[config.mk]
export PLATFORM = sky130hd
export DESIGN_NAME = event_blinker
export DESIGN_NICKNAME = d
export VERILOG_FILES = /design/src/rtl/blinker_pkg.sv /design/src/rtl/cycle_timer.sv /design/src/rtl/event_blinker.sv
export SDC_FILE = /design/constraint.sdc
export NUM_CORES = 1
export LEC_CHECK = 0
export CAP_MARGIN = 20
export CORE_MARGIN = 8
export CORE_UTILIZATION = 40
export CTS_BUF_LIST = sky130_fd_sc_hd__clkbuf_8
export CTS_CLUSTER_SIZE = 14
export DETAILED_ROUTE_END_ITERATION = 10
export PLACE_DENSITY = 0.6
export SYNTH_ARGS = -nofsm -noshare
export SYNTH_HDL_FRONTEND = slang
export SYNTH_SLANG_ARGS = --single-unit
[constraint.sdc]
create_clock -name clk -period 5 [get_ports clk]
set_clock_uncertainty 0.2 [all_clocks]
set_input_delay 1.5 -clock clk [delete_from_list [all_inputs] [get_ports clk]]
set_output_delay 1.5 -clock clk [all_outputs]
set_load 0.01 [all_outputs]
[src/rtl/blinker_pkg.sv]
// Shared types and sizing helpers for the event blinker and related UI output blocks.
package blinker_pkg;

  typedef enum logic [1:0] {
    IDLE = 2'd0,
    ON   = 2'd1,
    GAP  = 2'd2
  } state_e;

  // Timer width covering the longer of the two window lengths (at least 1 bit).
  function automatic int timer_w(input int on_cycles, input int gap_cycles);
    int m;
    m = (on_cycles > gap_cycles) ? on_cycles : gap_cycles;
    return (m < 2) ? 1 : $clog2(m);
  endfunction

endpackage

[src/rtl/cycle_timer.sv]
// Free-running cycle counter with synchronous clear; flags the last cycle of a window.
module cycle_timer #(
  parameter int W = 8
) (
  input  logic         clk,
  input  logic         rst,
  input  logic         clear_i,
  input  logic [W:0]   limit_i,
  output logic         done_o
);

  logic [W-1:0] count_q, count_d;

  always_comb begin
    count_d = clear_i ? '0 : count_q + 1'b1;
  end

  always_ff @(posedge clk) begin
    if (rst) count_q <= '0;
    else     count_q <= count_d;
  end

  // limit_i is one bit wider than the count so a power-of-two limit stays representable.
  assign done_o = ({1'b0, count_q} == (limit_i - 1'b1));

endmodule

[src/rtl/event_blinker.sv]
// Turns single-cycle event pulses into ON/GAP output windows, queueing events
// that arrive while a window is running in a saturating pending counter.
module event_blinker
  import blinker_pkg::*;
#(
  parameter int ON_CYCLES  = 5_000_000,
  parameter int GAP_CYCLES = 5_000_000,
  parameter int PEND_W     = 4,
  parameter bit ACTIVE_LOW = 1'b0
) (
  input  logic              clk,
  input  logic              rst,
  input  logic              evt_in,
  output logic              out_drv,
  output logic              busy,
  output logic [PEND_W-1:0] pend_cnt,
  output logic              overflow
);

  localparam int              TW       = timer_w(ON_CYCLES, GAP_CYCLES);
  localparam logic [TW:0]     ON_LIM   = ON_CYCLES[TW:0];
  localparam logic [TW:0]     GAP_LIM  = GAP_CYCLES[TW:0];
  localparam logic [PEND_W-1:0] PEND_MAX = {PEND_W{1'b1}};

  state_e            state_q, state_d;
  logic [PEND_W-1:0] pend_q, pend_d;
  logic              out_q, out_d;
  logic              ovf_q, ovf_d;
  logic              start;
  logic              tmr_clear;
  logic              tmr_done;
  logic [TW:0]       tmr_limit;

  assign tmr_limit = (state_q == ON) ? ON_LIM : GAP_LIM;

  cycle_timer #(.W(TW)) u_timer (
    .clk     (clk),
    .rst     (rst),
    .clear_i (tmr_clear),
    .limit_i (tmr_limit),
    .done_o  (tmr_done)
  );

  always_comb begin
    state_d = state_q;
    start   = 1'b0;
    case (state_q)
      IDLE: begin
        if (pend_q != '0) begin
          start   = 1'b1;
          state_d = ON;
        end
      end
      ON: begin
        if (tmr_done) state_d = GAP;
      end
      GAP: begin
        if (tmr_done) begin
          if (pend_q != '0) begin
            start   = 1'b1;
            state_d = ON;
          end else begin
            state_d = IDLE;
          end
        end
      end
      default: state_d = IDLE;
    endcase

    // Simultaneous inc/dec leaves the count alone, so nothing is dropped at saturation.
    pend_d = pend_q;
    ovf_d  = 1'b0;
    if (evt_in && !start) begin
      if (pend_q != PEND_MAX) pend_d = pend_q + 1'b1;
      else                    ovf_d  = 1'b1;
    end else if (start && !evt_in) begin
      pend_d = pend_q - 1'b1;
    end

    tmr_clear = (state_d != state_q) || (state_q == IDLE);
    out_d     = (state_d == ON) ^ ACTIVE_LOW;
  end

  always_ff @(posedge clk) begin
    if (rst) begin
      state_q <= IDLE;
      pend_q  <= '0;
      out_q   <= ACTIVE_LOW;
      ovf_q   <= 1'b0;
    end else begin
      state_q <= state_d;
      pend_q  <= pend_d;
      out_q   <= out_d;
      ovf_q   <= ovf_d;
    end
  end

  assign out_drv  = out_q;
  assign pend_cnt = pend_q;
  assign overflow = ovf_q;
  assign busy     = (state_q != IDLE) || (pend_q != '0);

endmodule

==> results of run 1 <==
[registers in the layout, summed over array words and instances (netlist names)]
register,cells
state_q,2
overflow,1
pend_cnt,4
u_timer.count_q,23
out_drv,1
[cell usage after synthesis, types with 3 or more instances]
library cell	number	area, um^2
ha_1	3	37.5
nor2b_1	3	18.8
nor2_1	30	113
nand2_1	16	60.1
xor2_1	12	105
mux2_2	3	33.8
nand3_1	10	50.1
nor3_1	5	25.0
a21oi_1	5	25.0
dfxtp_1	31	621
clkbuf_1	5	18.8
xnor2_1	10	87.6
mux2i_1	3	30.0
[layer usage]
metal  vias up  track usage, %
met4         0            5.47
met1       559            10.9
li1        601               -
met2        21            15.1
met5         -               0
met3         8            5.01
[power breakdown]
part | internal [W] | switching (W)
logic | 0.000120 | 0.0000906
registers | 0.000269 | 0.0000302
clock network | 0.000161 | 0.0000929
total | 0.000550 | 0.000214
[logic make-up after synthesis]
family	after synthesis	share of synthesized area, %
flops	31	41.6
fa+ha+maj	3	2.52
compound gates	13	6.12
simple gates	87	30.0
xor+xnor	22	12.9
mux	7	5.28
buf+inv	6	1.51
[cell type report]
| cell class | count | area (um^2) |
|---|---|---|
| fillers | 377 | 1890 |
| multi-input cells | 132 | 848 |
| flip-flops and latches | 31 | 621 |
| repair buffers | 9 | 90.1 |
| clock buffers | 6 | 82.6 |
| well taps | 48 | 60.1 |
| clock inverters | 2 | 35.0 |
| inverters | 1 | 3.75 |
[worst register-to-register path: cells and delay by family (launching register included)]
kind	cells	cell delay (ps)
adder cells (fa/ha/maj)	1	280
AO/OA/AOI/OAI	2	500
flip-flops	1	340
multiplexers	2	480
AND/OR/NAND/NOR	5	1180
[metrics by stage]
stage | util [%] | power, W | hold slack [ps]
CTS | 47.9 | 0.000776 | 278
finish | 47.9 | 0.000764 | 267
floorplan | - | 0.000450 | 230
detailed placement | 44.7 | 0.000516 | 259
global route | 47.9 | 0.000812 | 325
global placement | 44.7 | 0.000513 | 248
[worst paths after layout]
check                                           to  cells past startpoint
worst max-delay path                          busy                      3
worst min-delay path            u_timer.count_q[0]                      1
worst max register to register         pend_cnt[3]                     10
worst min register to register  u_timer.count_q[0]                      1
==> flow_metrics.tcl, run 1 <==
set metrics [dict create \
    cp.required_ps 3300 \
    die_w_um 77.1 \
    synth_edf_count 0 \
    critPathCaptureType "output port" \
    synth_cells 169 \
    min_from "u_timer.count_q[0]" \
    cts_sinks 31 \
    yosys.cell_types.count 37 \
    startpoint "pend_cnt[1]" \
    hold_viol_final 0 \
    layout-drive-gt1-share_pct 11.6 \
    cp_num_buf_inv 1 \
    path_max_fanout 8 \
    drc 0 \
    dr.pass1.iters 4 \
    cpMaxStageDelayCell "or4_1" \
    cts_buffer_depth 2 \
    cts_resized 0 \
    area_growth_pct 16.7 \
    cts_tree "built" \
    worstSetupStartpointType "flop" \
    ys_ff_latch 31 \
    path_class "reg2out" \
    placedInstanceArea_mm2 0.00162 \
    outcome "completed" \
    gp_congestion 0.753 \
    clk_latency_ps 290 \
    track_usage_pct 9.90 \
    overflow 0 \
    htree_levels 2 \
    fin_setup_tns_ps 0 \
    viasPerCell 5.19 \
    grt_pass1_vias 1131 \
    hold_path_class "reg2reg" \
    fin_crit_sh_pct 75.1 \
    dpl_worst_slack_ps 1390 \
    wirelength_mm 2.68 \
    cap_violations 0 \
    numCtsBuffers 5 \
    cts_setup_buffers 0 \
    wl_met3_um 174 \
    dieArea_mm2 0.00594 \
    final_common_cell "dfxtp_1" \
    fin_cells 229 \
    ys_async_sr_fraction_pct 0 \
    portBuffers 9 \
    clkTransAtPathRegs_ps 70 \
    rr_startpoint "u_timer.count_q[10]" \
    cts-hold-fix-buffers 0 \
    yosys_most_used_dff "dfxtp_1" \
    post-route-min-period_ps 3750 \
    cp_data_arrival_time_ps 2050 \
    drv_slew 0 \
    antenna_found_initial 0 \
    cts_root_buffer "clkbuf_8" \
    topRoutingLayerUsed "met4" \
    met1_length_mm 1.23 \
    place_inst 221 \
    ant_nets 0 \
    slew_headroom_pct 57.5 \
    design_area_mm2 0.00174 \
    drt_iter0_drc 79 \
    ir_worst_vdd_v 0.000225 \
    wl_per_cell_um 11.7 \
    antennaDiodeCount 0 \
    row_count 22 \
    fmax_mhz 266 \
    route.met2.wl_mm 1.22 \
    crit_chain "or4_1 -> or3_1 -> clkdlybuf4s50_1" \
    setup_viol_count_final 0 \
    fin_nets 186 \
    reg2reg_slack_ps 1910 \
    synth_nets 175 \
    yosysWarnings 0 \
    ys_seq_area_share_pct 41.6 \
    vias 1189 \
    synthesis.area_mm2 0.00149 \
    dpl.hpwl_mm 1.93 \
    leakage_nw 0.616 \
    most-common-layout-cells "dfxtp_1 (31), nor2_1 (30), nand2_1 (16)" \
    layout_setup_ws_ps 1250 \
    initial_utilization_pct 41.0 \
    syn_avg_cell_area_um2 8.83 \
    rsz0062_at_grt "no" \
    max_stage_delay_ps 570 \
    max_slew.worst_pin.slew_ps 635 \
    die_h_um 77.1 \
    powerDensity_mw_per_mm2 439 \
    cp_top_family "simple AND/OR/NAND/NOR gates" \
    ios 10 \
    grt_max_degree 22 \
    grt_pass1_wl_mm 4.81 \
    core_mm2 0.00363 \
]
(Power assumes the default switching activity.)
==> run 2: changes to the inputs <==
Clock period 5 ns to 3.6 ns, I/O delays scaled along.
==> run 2 against run 1 <==
  * Hold slack gained 6.1 ps
  * Global-route usage shrank 0.10 points
  * Clock power grew 37%
  * Register-to-register slack lost 1400 ps
  * Combinational power grew 40%
  * Worst setup slack lost 950 ps
  * Critical path type unchanged
  * Highest routed layer unchanged
  * Clock-buffer cell count is the same
  * Via count shrank 3.5%
  * Sequential share of layout area shrank 0.15 points
==> flow_metrics.tcl, run 2 (synthesized netlist as in run 1, its figures left out) <==
set metrics [dict create \
    layout_setup_ws_ps 293 \
    viasPerCell 4.99 \
    cts_resized 0 \
    post-route-min-period_ps 3310 \
    multi_input_area_um2 848 \
    dr.pass1.iters 4 \
    internal_power_w 0.000764 \
    cts_sinks 31 \
    critPathCaptureType "output port" \
    area_growth_pct 17.2 \
    final_common_cell "dfxtp_1" \
    max_slew.worst_pin.slew_ps 681 \
    cts_setup_buffers 0 \
    hold_path_class "reg2reg" \
    most-common-layout-cells "dfxtp_1 (31), nor2_1 (30), nand2_1 (16)" \
    hold_depth 1 \
    row_count 22 \
    dpl_worst_slack_ps 419 \
    min_from "u_timer.count_q[0]" \
    fmax_mhz 302 \
    setup_viol_count_final 0 \
    wirelength_mm 2.67 \
    cts-hold-fix-buffers 0 \
    overflow 0 \
    grt_pass1_vias 1151 \
    clk_latency_ps 270 \
    dpl.hpwl_mm 1.95 \
    drc 0 \
    switching_share_pct 27.9 \
    gp_congestion 0.743 \
    rr_startpoint "u_timer.count_q[10]" \
    outcome "completed" \
    antennaDiodeCount 0 \
    largest_reg_flops 23 \
    fin_setup_tns_ps 0 \
    grt_pass1_wl_mm 4.87 \
    comb_power_share_pct 27.8 \
    cts_tree "built" \
    cp_data_arrival_time_ps 2030 \
    drt_iter0_drc 63 \
    core_mm2 0.00363 \
    cts_buffer_depth 2 \
    cts_root_buffer "clkbuf_8" \
    initial_utilization_pct 41.0 \
    rsz0062_at_grt "no" \
    hold_viol_final 0 \
    antenna_found_initial 0 \
    fin_nets 187 \
    layout-drive-gt1-share_pct 12.1 \
    fill_cells 364 \
    portBuffers 9 \
    cp.required_ps 2320 \
    ios 10 \
    fin_crit_sh_pct 91.9 \
    die_w_um 77.1 \
    rr_endpoint "pend_cnt[3]" \
    drv_slew 0 \
    area.sequential_um2 621 \
    track_usage_pct 9.80 \
    die_h_um 77.1 \
    htree_levels 2 \
    path_class "reg2out" \
    powerDensity_mw_per_mm2 607 \
    regMostFlops "u_timer.count_q" \
    vias 1147 \
    dieArea_mm2 0.00594 \
    reg2reg_slack_ps 500 \
    switching_power_w 0.000296 \
    clkPwrFrac_pct 32.9 \
    r2r_cells 10 \
    numCtsBuffers 5 \
    ir_worst_vdd_v 0.000262 \
    leakage_nw 0.621 \
    wl_per_cell_um 11.6 \
    worstSetupStartpointType "flop" \
    power_frac_seq_pct 39.3 \
    grt_max_degree 22 \
    path_max_fanout 8 \
    clkTransAtPathRegs_ps 70 \
    slew_headroom_pct 54.5 \
    hold_end "u_timer.count_q[0]" \
    cap_violations 0 \
    ant_nets 0 \
]
run 2: cell types whose count changed in the layout (fill, tap and decap cells not counted):
| cell | previous run | this run |
|---|---|---|
| buf_4 | 0 | 1 |
run 2: cell type report:
class / instances / area share (%)
Clock inverter: 2 / 2.00
Inverter: 1 / 0.215
Tap cell: 48 / 3.44
Sequential cell: 31 / 35.5
Timing Repair Buffer: 10 / 5.58
Multi-Input combinational cell: 132 / 48.5
Clock buffer: 6 / 4.72
run 2: routing by layer:
| layer | GRT usage (%) | vias to the layer above | share of wire, % |
|---|---|---|---|
| li1 | - | 602 | - |
| met1 | 11.6 | 531 | 49 |
| met2 | 15.5 | 12 | 46 |
| met3 | 3.85 | 2 | 4.2 |
| met4 | 3.96 | 0 | 0.90 |
| met5 | 0 | - | 0 |
run 2: worst max-delay path, stage by stage, from the launching register on:
cell and delay, ps:
dfxtp_1 380, or4_1 570, or3_1 310, clkdlybuf4s50_1 480
run 2: worst max path at each step:
stage | from | slack (ps) | end | cells past startpoint
after CTS | pend_cnt[0] | 270 | busy | 3
final | pend_cnt[0] | 290 | busy | 3
after floorplan | u_timer.count_q[10] | 710 | pend_cnt[3] | 10
after global placement | evt_in | 470 | pend_cnt[3] | 7
after global routing | pend_cnt[1] | 190 | busy | 3
after detailed placement | evt_in | 420 | pend_cnt[3] | 7
run 2: power by group through the flow:
| stage | clock [W] | sequential, W | combinational (W) |
|---|---|---|---|
| after floorplan | 0 | 0.000424 | 0.000201 |
| after global placement | 0 | 0.000421 | 0.000293 |
| after detailed placement | 0 | 0.000422 | 0.000299 |
| after CTS | 0.000359 | 0.000415 | 0.000299 |
| after global routing | 0.000374 | 0.000422 | 0.000328 |
| final | 0.000349 | 0.000416 | 0.000295 |
run 2: stage by stage:
stage	hold slack (ps)	cell area, um^2	util, %	total power, W	instances
after floorplan	230	1490	-	0.000625	169
after global placement	248	1630	44.9	0.000714	222
after detailed placement	260	1630	44.9	0.000721	222
after CTS	272	1750	48.1	0.00107	230
after global routing	295	1750	48.1	0.00112	230
final	273	1750	48.1	0.00106	230
